==> config.mk <==
export PLATFORM = sky130hd
export DESIGN_NAME = empire_result_acc
export DESIGN_NICKNAME = d
export VERILOG_FILES = /design/src/rtl/empire_pkg.sv /design/src/rtl/empire_result_acc.sv
export SDC_FILE = /design/constraint.sdc
export NUM_CORES = 1
export LEC_CHECK = 0
export CAP_MARGIN = 10
export CELL_PAD_IN_SITES_DETAIL_PLACEMENT = 0
export CELL_PAD_IN_SITES_GLOBAL_PLACEMENT = 1
export CORE_MARGIN = 4
export CORE_UTILIZATION = 44
export DETAILED_ROUTE_END_ITERATION = 10
export GPL_TIMING_DRIVEN = 0
export PLACE_DENSITY_LB_ADDON = 0.08
export SLEW_MARGIN = 10
export SYNTH_ARGS = -nofsm -noshare
export SYNTH_HDL_FRONTEND = slang
export SYNTH_SLANG_ARGS = --single-unit
==> constraint.sdc <==
create_clock -name clk -period 3.35 [get_ports clk]
set_input_delay 0.8375 -clock clk [delete_from_list [all_inputs] [get_ports clk]]
set_output_delay 0.8375 -clock clk [all_outputs]
set_load 0.1 [all_outputs]
==> src/rtl/empire_pkg.sv <==
// Shared types and sizing helpers for the empire result path.
package empire_pkg;

    localparam int EMPIRE_DATA_W = 64;

    typedef enum logic [1:0] {
        IDLE  = 2'd0,
        ACCUM = 2'd1,
        FULL  = 2'd2
    } empire_acc_state_t;

    // Wide enough that a full block of all-ones samples cannot wrap.
    function automatic int acc_width(input int data_w, input int len);
        return data_w + $clog2(len);
    endfunction

endpackage

==> src/rtl/empire_result_acc.sv <==
// Block accumulator: sums BLOCK_LEN unsigned samples and tracks their max, emitting {sum, max}.
// Latency: out_valid rises the cycle after the final sample of a block is accepted.
// Backpressure: in_ready drops only while a completed block is held by out_ready low.
module empire_result_acc
    import empire_pkg::*;
#(
    parameter int DATA_W    = EMPIRE_DATA_W,
    parameter int BLOCK_LEN = 8,
    parameter int ACC_W     = acc_width(DATA_W, BLOCK_LEN)
) (
    input  logic              clk,
    input  logic              rst_n,
    input  logic              in_valid,
    input  logic [DATA_W-1:0] in_data,
    output logic              in_ready,
    input  logic              clear,
    output logic              out_valid,
    output logic [ACC_W-1:0]  out_sum,
    output logic [DATA_W-1:0] out_max,
    input  logic              out_ready
);

    localparam int               CNT_W    = $clog2(BLOCK_LEN);
    localparam logic [CNT_W-1:0] LAST_CNT = CNT_W'(BLOCK_LEN - 1);

    empire_acc_state_t r_state;
    empire_acc_state_t w_state_nxt;

    logic [ACC_W-1:0]  r_acc;
    logic [DATA_W-1:0] r_max;
    logic [CNT_W-1:0]  r_cnt;
    logic [ACC_W-1:0]  r_out_sum;
    logic [DATA_W-1:0] r_out_max;

    logic [ACC_W-1:0]  w_acc_nxt;
    logic [DATA_W-1:0] w_max_nxt;
    logic [CNT_W-1:0]  w_cnt_nxt;
    logic [ACC_W-1:0]  w_sum_upd;
    logic [DATA_W-1:0] w_max_upd;
    logic              w_out_vld;
    logic              w_accept;
    logic              w_last;

    assign w_out_vld = (r_state == FULL);
    assign in_ready  = !(w_out_vld && !out_ready);
    assign w_accept  = in_valid && in_ready;
    // A sample taken in a clear cycle is dropped, so it can never close a block.
    assign w_last    = w_accept && !clear && (r_cnt == LAST_CNT);

    assign w_sum_upd = r_acc + ACC_W'(in_data);
    assign w_max_upd = (in_data > r_max) ? in_data : r_max;

    always_comb begin
        w_acc_nxt = r_acc;
        w_max_nxt = r_max;
        w_cnt_nxt = r_cnt;
        if (clear || w_last) begin
            w_acc_nxt = '0;
            w_max_nxt = '0;
            w_cnt_nxt = '0;
        end else if (w_accept) begin
            w_acc_nxt = w_sum_upd;
            w_max_nxt = w_max_upd;
            w_cnt_nxt = r_cnt + CNT_W'(1);
        end
    end

    always_comb begin
        w_state_nxt = r_state;
        if (w_last || (w_out_vld && !out_ready)) begin
            w_state_nxt = FULL;
        end else if (w_cnt_nxt != '0) begin
            w_state_nxt = ACCUM;
        end else begin
            w_state_nxt = IDLE;
        end
    end

    always_ff @(posedge clk or negedge rst_n) begin
        if (!rst_n) begin
            r_state <= IDLE;
        end else begin
            r_state <= w_state_nxt;
        end
    end

    always_ff @(posedge clk or negedge rst_n) begin
        if (!rst_n) begin
            r_acc <= '0;
            r_max <= '0;
            r_cnt <= '0;
        end else begin
            r_acc <= w_acc_nxt;
            r_max <= w_max_nxt;
            r_cnt <= w_cnt_nxt;
        end
    end

    // Output registers only move on a completion; a plain drain leaves them holding.
    always_ff @(posedge clk or negedge rst_n) begin
        if (!rst_n) begin
            r_out_sum <= '0;
            r_out_max <= '0;
        end else if (w_last) begin
            r_out_sum <= w_sum_upd;
            r_out_max <= w_max_upd;
        end
    end

    assign out_valid = w_out_vld;
    assign out_sum   = r_out_sum;
    assign out_max   = r_out_max;

endmodule

; Yosys cells after proc, flatten, opt, wreduce, memory -nomap -nowiden
; Cells that the tools add are included.
[word_totals]
regBits = 267
input_bits = 69
wordCells = 31
[op_classes]
eq_ne = 2
n_lt_le_gt_ge = 1
reduce_logical = 11
mux = 9
add_sub_neg = 2
[op_table]
columns = operator, count
row1 = 2-to-1 mux 64 bit, 3
row2 = 2-to-1 mux 67 bit, 2
row3 = adder 67 x 64 -> 67 bit, 1
row4 = greater-than comparator 64 bit, 1
row5 = 2-to-1 mux 3 bit, 2
row6 = logical AND 1 bit, 4
row7 = adder 3 x 1 -> 3 bit (second input constant), 1
row8 = equality test 3 bit (second input constant), 1
row9 = logical NOT 1 bit, 3
row10 = nonzero test 3 bit, 1
row11 = equality test 2 bit (second input constant), 1
row12 = logical OR 1 bit, 2
row13 = 2-to-1 mux 2 bit, 1
row14 = nonzero test 2 bit, 1
row15 = 2-to-1 mux 1 bit, 1

; Depth between registers and ports, before layout
; Gate-level depths: netlist (run 1).
[logic_depth]
word_depth = 11
depth_mapped = 13
mapped_depth_nobuf = 12

; Worst setup path before layout (run 1)
; OpenSTA, ideal clock, no wires.
[synth_path]
path_kind = reg2reg
start = reg r_state[0]
end = reg r_out_sum[11], in the netlist out_sum[11]
stages_incl_launch_ff = 11
n_path_buf = 3
arrival_time_ns = 4.434
setup_ns = 0.095
setup_slack_ns = -1.180
path_cell_list = dfrtp_1 nor2b_1 nand2b_1 nand2_1 nor2_1 nand2_1 clkbuf_1 clkbuf_1 clkbuf_1 nand2_1 o31ai_1
[synth_between]
elab_chain_len = 6
[synth_rtl]
columns = element, line
row1 = start: declaration, empire_result_acc.sv:26  ; empire_acc_state_t r_state;
row2 = start signal: assignment, empire_result_acc.sv:83  ; r_state <= w_state_nxt;
row3 = equality test 2 bit, empire_result_acc.sv:44  ; assign w_out_vld = (r_state == FULL);
row4 = named net out_valid, empire_result_acc.sv:17  ; output logic out_valid,
row5 = logical AND 1 bit, empire_result_acc.sv:45  ; assign in_ready = !(w_out_vld && !out_ready);
row6 = logical NOT 1 bit, empire_result_acc.sv:45
row7 = named net in_ready, empire_result_acc.sv:15  ; output logic in_ready,
row8 = logical AND 1 bit, empire_result_acc.sv:46  ; assign w_accept = in_valid && in_ready;
row9 = logical AND 1 bit (2 in series), empire_result_acc.sv:48  ; assign w_last = w_accept && !clear && (r_cnt == LAST_CNT);
row10 = end signal: assignment, empire_result_acc.sv:105  ; r_out_sum <= w_sum_upd;
row11 = end: declaration, empire_result_acc.sv:32  ; logic [ACC_W-1:0] r_out_sum;
; The timed path passes the listed nets, and every way through them passes these cells.
; A chain may end at the register's enable or synchronous reset.

; Worst setup path in the final report (run 1)
[layout_path]
start = reg r_max[63]
end = reg r_out_max[52], in the netlist out_max[52]
[layout_between]
elab_chain_len = 2
[layout_rtl]
columns = element, line
row1 = start: declaration, empire_result_acc.sv:30  ; logic [DATA_W-1:0] r_max;
row2 = start signal: assignment, empire_result_acc.sv:94  ; r_max <= w_max_nxt;
row3 = greater-than comparator 64 bit, empire_result_acc.sv:51  ; assign w_max_upd = (in_data > r_max) ? in_data : r_max;
row4 = 2-to-1 mux 64 bit, empire_result_acc.sv:51
row5 = end signal: assignment, empire_result_acc.sv:106  ; r_out_max <= w_max_upd;
row6 = end: declaration, empire_result_acc.sv:33  ; logic [DATA_W-1:0] r_out_max;
; No other way between the ends.

==> reports/results.ini, run 1 <==
[status]
status=complete, but fails checks
failed_checks=setup timing

[setup_path]
crit_path_frequent_cell=buf_6
cp_max_fo=5
critPathLaunchType=flop
critPathRequiredTime_ns=3.77
endpoint_kind=flop
arrival_ns=3.79
slowest_delay_ns=0.57
slowest_stage=or4_4
crit_path_cell_trace=inv_2 > ha_4 > nand4_1 > nor2_4 > nand3_4 > nand3b_1 > buf_6 > or4_4 > o31ai_4 > buf_6 > buf_16 > bufbuf_16 > mux2i_1 > o21ai_0
critical_path_class=reg2reg

[run]
cap_viol_max_count=0

[floorplanning]
start_util_pct=44.9
die_area_um2=39600
ios=202
row_count=69
core_area_um2=35700
die_h_um=199
die_w_um=199

[sta]
finalCriticalPeriod_ns=3.37
holdWs_ns=0.282
setup_slack_ns=-0.0167
hold_viol=0
fmax_mhz=297
clock_skew_ns=0.0138
worst_slew_pin_slew_ns=1.08
slew_headroom_pct=27.5
slew_viol_final=0
setup-violations-final=3
rsz0062_at_grt=true
finalCritPeriodShare_pct=100

[pwr]
p_int_w=0.00677
swShare_pct=33.7
p_leak_nw=9.68
seq_power_share_pct=35.0
power_frac_comb_pct=31.9
clkPwrFrac_pct=33.1
switchingPower_w=0.00344
p_per_area_nw_per_um2=485
ir_drop_uv=462

[detailed_routing]
drc=0
firstDrtPassIters=5
first_iter_violations=717
routed_wl_um=53000
avgViaCountPerCell=5.81
ant_nets=0
wire_per_inst_um=21.6
vias=14287

[place]
pre_cts_slack_ns=-1.93
portBuffers=201
hpwl_um=38300
gp_congestion=0.910
place_area_um2=18700
place_inst=2370

[clock_tree]
clkTransAtPathRegs_ns=0.06
clock-sinks=267
cts.path.max_buffers=3
htree_levels=1
clock_latency_ns=0.57
cts_root_buf=clkbuf_16
cts_buffers=30
cts_tree=done
cts_hold_buffers=0

[cells_and_area]
layout_commonest_cell=dfrtp_1
final_area_um2=21100
syn_to_final_growth_pct=31.1
fin_nets=2177
final_cell_mix=266 x dfrtp_1, 236 x nand2_1, 135 x clkdlybuf4s50_1, 110 x a22o_1, 99 x a21oi_1
final_core_util_pct=58.9
drive_gt1_share_pct=15.2
final_cells=2459
diodes=0

[synth]
postSynthCellCount=1705
async_reset_ff_share_pct=100
synth_nets=1905
syn_area_per_cell_um2=9.42
ys_ff_latch=267
synthFlopType=dfrtp_1
yosysUniqueCellTypes=61
synth_edf_count=0
seq_area_frac_synth_pct=41.6
yosys_warnings=0
syn_area_um2=16100

[min_path]
min_path_type=in2async

[grt]
track_usage_pct=26.0
grt_max_degree=96
grt_pass1_vias=14050
grt_pass1_wl_um=81200
grt_overflow=0
antenna_found_initial=0

## final timing paths
check                             from          end  slack [ns]  cells after the start
max in group asynchronous        rst_n  out_sum[52]        2.10                      2
setup / recovery             r_max[63]  out_max[52]       -0.02                     14
setup reg to reg             r_max[63]  out_max[52]       -0.02                     14
hold / removal                   rst_n  out_max[18]        0.28                      1
min in group clk           out_max[32]  out_max[32]        0.48                      2
hold reg to reg            out_max[32]  out_max[32]        0.48                      2
## metrics by stage
stage	total power, W	setup TNS (ns)
after floorplan	0.00554	0
after global placement	0.00635	-3151.75
after detailed placement	0.00639	-352.49
after global routing	0.0107	-1.25
after CTS	0.0101	-0.0125
final	0.0102	-0.0340
## state kept, by name, summed over array words and instances, names as in the netlist
signal	count
out_sum	67
r_acc	67
out_max	64
r_max	64
r_cnt	3
r_state	2
## Yosys cell counts, types with 9 or more instances
cell type,number,share of area [%]
a31oi_1,13,0.51
buf_2,15,0.47
o31ai_1,12,0.56
dfrtp_1,267,42
o21bai_1,17,0.79
o21ai_0,131,4.1
nor2b_1,9,0.35
a21o_1,63,2.9
clkbuf_1,66,1.5
mux2_2,21,1.5
nand2_1,238,5.6
ha_1,130,10
xor2_1,20,1.1
nand3_1,17,0.53
xnor2_1,34,1.9
nor3_1,21,0.65
nand4_1,54,2.1
mux2i_1,68,4.2
o21ai_1,11,0.34
inv_1,96,2.2
a21oi_1,113,3.5
nor2_1,56,1.3
a22o_1,110,6.0
## cells by family after synthesis
| group | share of synthesized area, % |
|---|---|
| AOI/OAI and AO/OA | 22.3 |
| and+or+nand+nor | 12.4 |
| DFF | 41.6 |
| buffers and inverters | 4.77 |
| adders and majority gates | 10.3 |
| muxes | 5.71 |
| xor gates and xnor gates | 2.95 |
## area by class of cell
type	count	area, um2
fill	3218	14700
multi-input combinational	1246	9490
sequential	267	6680
timing repair buffer	249	2430
clock buffer	48	920
tap	461	577
buffer	87	523
inverter	96	360
clock inverter	5	77.6
## worst max-delay path, delay by kind of cell (launching register included)
kind	cells	cell delay [ns]
AO/OA/AOI/OAI	2	0.17
multiplexers	1	0.18
buffers and inverters	5	0.82
adder cells (fa/ha/maj)	1	0.26
AND/OR/NAND/NOR	5	1.33
flip-flops	1	0.45
## power groups by stage
stage	combinational (W)	sequential (W)	clock (W)
floorplan	0.00190	0.00363	0
global placement	0.00273	0.00362	0
detailed placement	0.00277	0.00362	0
CTS	0.00311	0.00357	0.00344
global route	0.00357	0.00360	0.00358
finish	0.00326	0.00358	0.00338
## layer usage
layer  GRT usage, %  vias to the layer above  share of wire (%)
met5              0                        -                  0
met4           5.40                        0                2.0
met3           2.98                       62                5.0
met2           41.4                      348                 46
met1           38.4                     7155                 47
li1               -                     6722                  -
## what timing repair did
item / in CTS / in global routing
pin swaps: 43 / 37
cloned: 3 / 2
setup buffers: 28 / 13
gates resized for setup: 252 / 138
endpoints found under the setup margin: 237 / 191
No activity file was read; power rests on OpenSTA's default activity.
==> run 2: changes to the inputs <==
- CORE_UTILIZATION: 44 -> 39
- clock period: 3.35 -> 3.05 ns (I/O delays scaled with it)
==> run 2 against run 1 <==
The flow still finishes with violations (setup timing); first-iteration DRC count grew 21%; die area increased by 12%; via count about the same; register-to-register slack got worse by 0.11 ns; global-route usage is 1.4 points lower; sequential power grew 10%; critical endpoint is now r_max[5].
==> reports/results.ini, run 2 (synthesized netlist as in run 1, its figures left out) <==
[detailed_routing]
drc=0  ; unchanged
wire_per_inst_um=21.8  ; was 21.6 um
avgViaCountPerCell=5.59  ; was 5.81
firstDrtPassIters=5  ; unchanged
vias=14293  ; was 14,287
routed_wl_um=55800  ; was 53,000 um
ant_nets=0  ; unchanged
first_iter_violations=864  ; was 717

[sta]
hold_viol=0  ; unchanged
rsz0062_at_grt=true  ; unchanged
slew_headroom_pct=26.5  ; was 27.5%
slew_viol_final=0  ; unchanged
fmax_mhz=312
setup_slack_ns=-0.160  ; was -0.0167 ns
finalCritPeriodShare_pct=105
clock_skew_ns=0.0186  ; was 0.0138 ns
worst_slew_pin_slew_ns=1.10  ; was 1.08 ns
setup-violations-final=115  ; was 3
finalCriticalPeriod_ns=3.21
tns_ns=-8.81  ; was -0.0340 ns

[clock_tree]
clkTransAtPathRegs_ns=0.06  ; about the same
cts_root_buf=clkbuf_16  ; unchanged
cts_tree=done  ; unchanged
cts_hold_buffers=0  ; unchanged
clock-sinks=267  ; unchanged
htree_levels=1  ; unchanged
cts.path.max_buffers=3  ; unchanged
clock_latency_ns=0.58  ; was 0.57 ns
cts_buffers=31  ; was 30

[status]
failed_checks=setup timing  ; unchanged
status=complete, but fails checks  ; unchanged

[grt]
grt.met1_usage_pct=35.7  ; was 38.4%
use_met2_pct=39.0  ; was 41.4%
grt_busiest_layer=met2  ; unchanged
grt_pass1_wl_um=86400  ; was 81,200 um
grt_max_degree=97  ; was 96
antenna_found_initial=1  ; was 0
track_usage_pct=24.5  ; was 26.0%
grt_overflow=0  ; unchanged
grtUsageMet3_pct=2.78  ; was 2.98%
grt_pass1_vias=14549  ; was 14,050

[place]
pre_cts_slack_ns=-1.84  ; was -1.93 ns
gp_congestion=0.870  ; was 0.910
portBuffers=201  ; unchanged
hpwl_um=40100  ; was 38,300 um

[pwr]
p_per_area_nw_per_um2=526  ; was 485 nW/um2
p_leak_nw=9.93  ; was 9.68 nW
ir_drop_uv=409  ; was 462 uV

[floorplanning]
core_area_um2=40700  ; was 35,700 um2
die_h_um=211  ; was 199 um
die_area_um2=44500  ; was 39,600 um2
row_count=74  ; was 69
ios=202  ; unchanged
die_w_um=211  ; was 199 um
start_util_pct=39.4  ; was 44.9%

[setup_path]
startpoint=in_data[40]  ; was r_max[63]
critPathRequiredTime_ns=3.51  ; was 3.77 ns
reg2reg_slack_ns=-0.13  ; was -0.02 ns
cp_max_fo=5  ; unchanged
crit_end=r_max[5]  ; was out_max[52]
r2r_start=r_max[41]  ; was r_max[63]
critical_path_class=in2reg  ; was reg2reg
r2r_end=r_max[5]  ; was out_max[52]
rr_worst_depth=15  ; was 14
critPathLaunchType=input port  ; was flop
arrival_ns=3.67  ; was 3.79 ns
endpoint_kind=flop  ; unchanged

[cells_and_area]
fin_nets=2204  ; was 2,177
register_area_um2=6680  ; unchanged
final_core_util_pct=54.1  ; was 58.9%
multi_input_comb_area_um2=9890  ; was 9490 um2
syn_to_final_growth_pct=37.3  ; was 31.1%
drive_gt1_share_pct=19.3  ; was 15.2%
final_cell_mix=266 x dfrtp_1, 234 x nand2_1, 134 x clkdlybuf4s50_1, 110 x a22o_1  ; was 266 x dfrtp_1, 236 x nand2_1, 135 x clkdlybuf4s50_1, 110 x a22o_1, 99 x a21oi_1
layout_commonest_cell=dfrtp_1  ; unchanged
nFillCells=3830  ; was 3,218

[run]
cap_viol_max_count=0  ; unchanged

[min_path]
min_path_type=in2async  ; unchanged

[run 2: cell count changes in the layout (fill, tap and decap cells not counted), moves of 6 or more]
| cell | delta |
|---|---|
| o21ai_0 | -43 |
| o21ai_1 | +39 |
| clkdlybuf4s15_2 | +16 |
| a21oi_1 | -13 |
| buf_2 | -13 |
| buf_4 | +11 |
| a21oi_2 | +10 |
| buf_8 | +8 |
| clkbuf_16 | +6 |
[run 2: cell type report]
type                       count  area share (%)
multi-input combinational   1246            44.8
timing repair buffer         281            13.2
sequential                   267            30.3
buffer                        81            2.47
tap                          532            3.02
clock inverter                 8           0.567
inverter                      96            1.63
antenna                        2          0.0227
clock buffer                  45            3.98
[run 2: power breakdown]
group          total (W)  switching (W)  internal (W)
sequential       0.00394       0.000171       0.00376
combinational    0.00388        0.00227       0.00162
clock            0.00378        0.00155       0.00223
[run 2: per-stage QoR]
stage          power, W  cells  cell area (um2)  hold WS [ns]
2_1_floorplan   0.00610   1705            16100         0.450
3_3_place_gp    0.00704   2438            18800         0.460
3_5_place_dp    0.00707   2442            18900         0.466
4_1_cts          0.0115   2546            21600        0.0535
5_1_grt          0.0122   2557            22000        0.0690
6_report         0.0116   2558            22100        0.0693
[run 2: routing by layer]
layer  share of wire [%]  wire length, um
met5                   0                0
met4                 3.0             1690
met3                 4.3             2380
met2                  46            25700
met1                  47            26000
[run 2: critical path: stages]
cell	delay, ns
clkdlybuf4s15_2	0.23
ha_1	0.30
nand4_1	0.21
nor2_4	0.25
nand3_4	0.13
nand3b_1	0.19
buf_6	0.16
or4_4	0.44
o31ai_4	0.09
buf_6	0.16
buf_6	0.10
nor2_4	0.06
clkbuf_16	0.20
clkbuf_16	0.16
a22o_1	0.21
[run 2: worst min-delay path by stage]
stage,start,to
global route,rst_n,out_max[16]
floorplan,r_acc[60],r_acc[60]
global placement,out_max[29],out_max[29]
CTS,rst_n,r_max[8]
finish,rst_n,out_max[17]
detailed placement,out_sum[41],out_sum[41]
[run 2: timing repair]
item / in CTS / in global routing
resized for setup: 384 / 159
pin swaps: 133 / 57
setup endpoints to repair: 251 / 206
gates cloned: 14 / 0
buffers inserted: 45 / 22
==> run 3: changes to the inputs <==
--- a/constraint.sdc
+++ b/constraint.sdc
@@ -3,2 +3,2 @@
 set_output_delay 0.7625 -clock clk [all_outputs]
-set_load 0.1 [all_outputs]
+set_load 0.01 [all_outputs]
==> run 3 against run 2 <==
The flow still finishes with violations (setup timing); utilization down 0.50 points; clock skew up 0.0016 ns; sequential power hardly changed; clock-buffer cell count grew 4; design area is 0.92% lower; sequential cell count did not move; non-clock buffer count down 15; global-route usage fell by 0.36 points; worst setup slack better by 0.080 ns; hold slack better by 0.17 ns; via count down 0.91%; combinational power is 4% lower; critical path type is now reg2reg; largest power group is now the clock network.
==> reports/results.ini, run 3 (synthesized netlist as in run 1, its figures left out) <==
[status]
status=complete, but fails checks  ; unchanged
failed_checks=setup timing  ; unchanged

[setup_path]
critPathLaunchType=flop  ; was input port
cp_max_fo=7  ; was 5
reg2reg_slack_ns=-0.08  ; was -0.13 ns
endpoint_kind=flop  ; unchanged
crit_family=simple AND/OR/NAND/NOR gates  ; unchanged
critical_path_class=reg2reg  ; was in2reg
critPathBufInv=5  ; was 6
slowest_delay_ns=0.51  ; was 0.44 ns
crit_path_cell_trace=inv_2 > ha_4 > nand4_1 > nor2_4 > nand3_4 > nand3b_1 > buf_6 > or4_4 > o31ai_4 > buf_6 > nor2_4 > buf_12 > clkbuf_16 > a22o_1  ; was clkdlybuf4s15_2 > ha_1 > nand4_1 > nor2_4 > nand3_4 > nand3b_1 > buf_6 > or4_4 > o31ai_4 > buf_6 > buf_6 > nor2_4 > clkbuf_16 > clkbuf_16 > a22o_1
slowest_stage=or4_4  ; unchanged
critPathRequiredTime_ns=3.47  ; was 3.51 ns
arrival_ns=3.55  ; was 3.67 ns

[pwr]
ir_drop_uv=305  ; was 409 uV
p_per_area_nw_per_um2=539  ; was 526 nW/um2
p_leak_nw=9.83  ; was 9.93 nW

[place]
place_area_um2=18900  ; about the same
gp_congestion=0.874  ; was 0.870
hpwl_um=39600  ; was 40,100 um
place_inst=2441  ; was 2,442
portBuffers=201  ; unchanged

[sta]
slew_headroom_pct=49.3  ; was 26.5%
setup_slack_ns=-0.0802  ; was -0.160 ns
tns_ns=-3.42  ; was -8.81 ns
rsz0062_at_grt=true  ; unchanged
setup-violations-final=91  ; was 115
fmax_mhz=319  ; was 312 MHz
finalCriticalPeriod_ns=3.13  ; was 3.21 ns
hold_viol=0  ; unchanged
slew_viol_final=0  ; unchanged
holdWs_ns=0.235  ; was 0.0693 ns
finalCritPeriodShare_pct=103  ; was 105%
worst_slew_pin_slew_ns=0.761  ; was 1.10 ns
clock_skew_ns=0.0202  ; was 0.0186 ns

[clock_tree]
clkTransAtPathRegs_ns=0.06  ; about the same
cts_buffers=34  ; was 31
htree_levels=2  ; was 1
clock_latency_ns=0.54  ; was 0.58 ns
cts_tree=done  ; unchanged
cts.path.max_buffers=3  ; unchanged
clock-sinks=267  ; unchanged
cts_root_buf=clkbuf_16  ; unchanged

[cells_and_area]
nFillCells=3804  ; was 3,830
multi_input_comb_area_um2=9880  ; was 9890 um2
final_cell_mix=266 x dfrtp_1, 230 x nand2_1, 136 x clkdlybuf4s50_1, 110 x a22o_1, 94 x inv_1  ; was 266 x dfrtp_1, 234 x nand2_1, 134 x clkdlybuf4s50_1, 110 x a22o_1
drive_gt1_share_pct=19.9  ; was 19.3%
final_area_um2=21800  ; was 22,100 um2
syn_to_final_growth_pct=36.1  ; was 37.3%
register_area_um2=6680  ; unchanged
layout_commonest_cell=dfrtp_1  ; unchanged
diodes=0  ; was 2
final_core_util_pct=53.6  ; was 54.1%
fin_nets=2192  ; was 2,204
final_cells=2545  ; was 2,558

[grt]
grt_pass1_vias=14298  ; was 14,549
grt_overflow=0  ; unchanged
grt_pass1_wl_um=84700  ; was 86,400 um
track_usage_pct=24.2  ; was 24.5%
antenna_found_initial=1  ; unchanged
grt_max_degree=95  ; was 97

[floorplanning]
core_area_um2=40700  ; unchanged
start_util_pct=39.4  ; unchanged
die_area_um2=44500  ; unchanged
die_h_um=211  ; unchanged
ios=202  ; unchanged
row_count=74  ; unchanged
die_w_um=211  ; unchanged

[detailed_routing]
ant_nets=0  ; unchanged
wire_per_inst_um=21.5  ; was 21.8 um
routed_wl_um=54700  ; was 55,800 um
vias=14163  ; was 14,293
drc=0  ; unchanged
avgViaCountPerCell=5.57  ; was 5.59
first_iter_violations=895  ; was 864
firstDrtPassIters=5  ; unchanged

[run]
cap_viol_max_count=0  ; unchanged

[min_path]
min_path_type=in2async  ; unchanged

==> run 3: cell count changes in the layout (fill, tap and decap cells not counted), moves of 10 or more <==
cell / previous run / this run
buf_2: 12 / 23
o21ai_1: 80 / 59
dlygate4sd2_1: 25 / 15
o21ai_0: 51 / 68
==> run 3: per-stage QoR <==
stage | setup slack (ns) | power [W]
floorplan | -0.126 | 0.00604
global placement | -10.88 | 0.00696
detailed placement | -1.88 | 0.00699
CTS | -0.0795 | 0.0116
global route | -0.217 | 0.0124
finish | -0.0802 | 0.0118
==> run 3: metal layers <==
layer  track usage (%)  share of wire, %  up-vias  routed length [um]
met3              3.61               4.5       77                2460
met4              6.82               2.5        0                1370
met2              38.7                46      355               25200
met5                 0                 0        -                   0
li1                  -                 -     6762                   -
met1              34.3                47     6969               25600
==> run 3: cell type report <==
cell class,count,area share [%]
Tap cell,532,3.05
Buffer,85,2.80
Clock inverter,8,0.412
Sequential cell,267,30.6
Clock buffer,49,4.72
Inverter,96,1.65
Multi-Input combinational cell,1246,45.2
Timing Repair Buffer,262,11.5
==> run 3: worst paths after layout <==
kind | start | to | depth (start not counted)
max | r_max[63] | r_max[36] | 14
min reg2reg | out_max[29] | out_max[29] | 2
min | rst_n | out_max[10] | 1
min in group clk | out_max[29] | out_max[29] | 2
max reg2reg | r_max[63] | r_max[36] | 14
max in group asynchronous | rst_n | r_max[45] | 2
==> run 3: worst register-to-register path, cell delays in order, from the launching register on <==
cell       delay (ns)
dfrtp_2          0.40
inv_2            0.06
ha_4             0.26
nand4_1          0.20
nor2_4           0.21
nand3_4          0.12
nand3b_1         0.19
buf_6            0.15
or4_4            0.52
o31ai_4          0.09
buf_6            0.16
nor2_4           0.07
buf_12           0.19
clkbuf_16        0.19
a22o_1           0.20
==> run 3: power by group <==
group          total [W]  switching (W)  internal [W]
sequential       0.00393       0.000166       0.00377
clock            0.00411        0.00160       0.00251
combinational    0.00373        0.00217       0.00156
total             0.0118        0.00394       0.00783
==> run 3: timing repair <==
action / CTS / global route
resized for setup: 375 / 169
setup buffers: 39 / 17
hold buffers: 0 / 0
endpoints found under the setup margin: 252 / 205
cloned: 8 / 0
pin swaps: 90 / 63
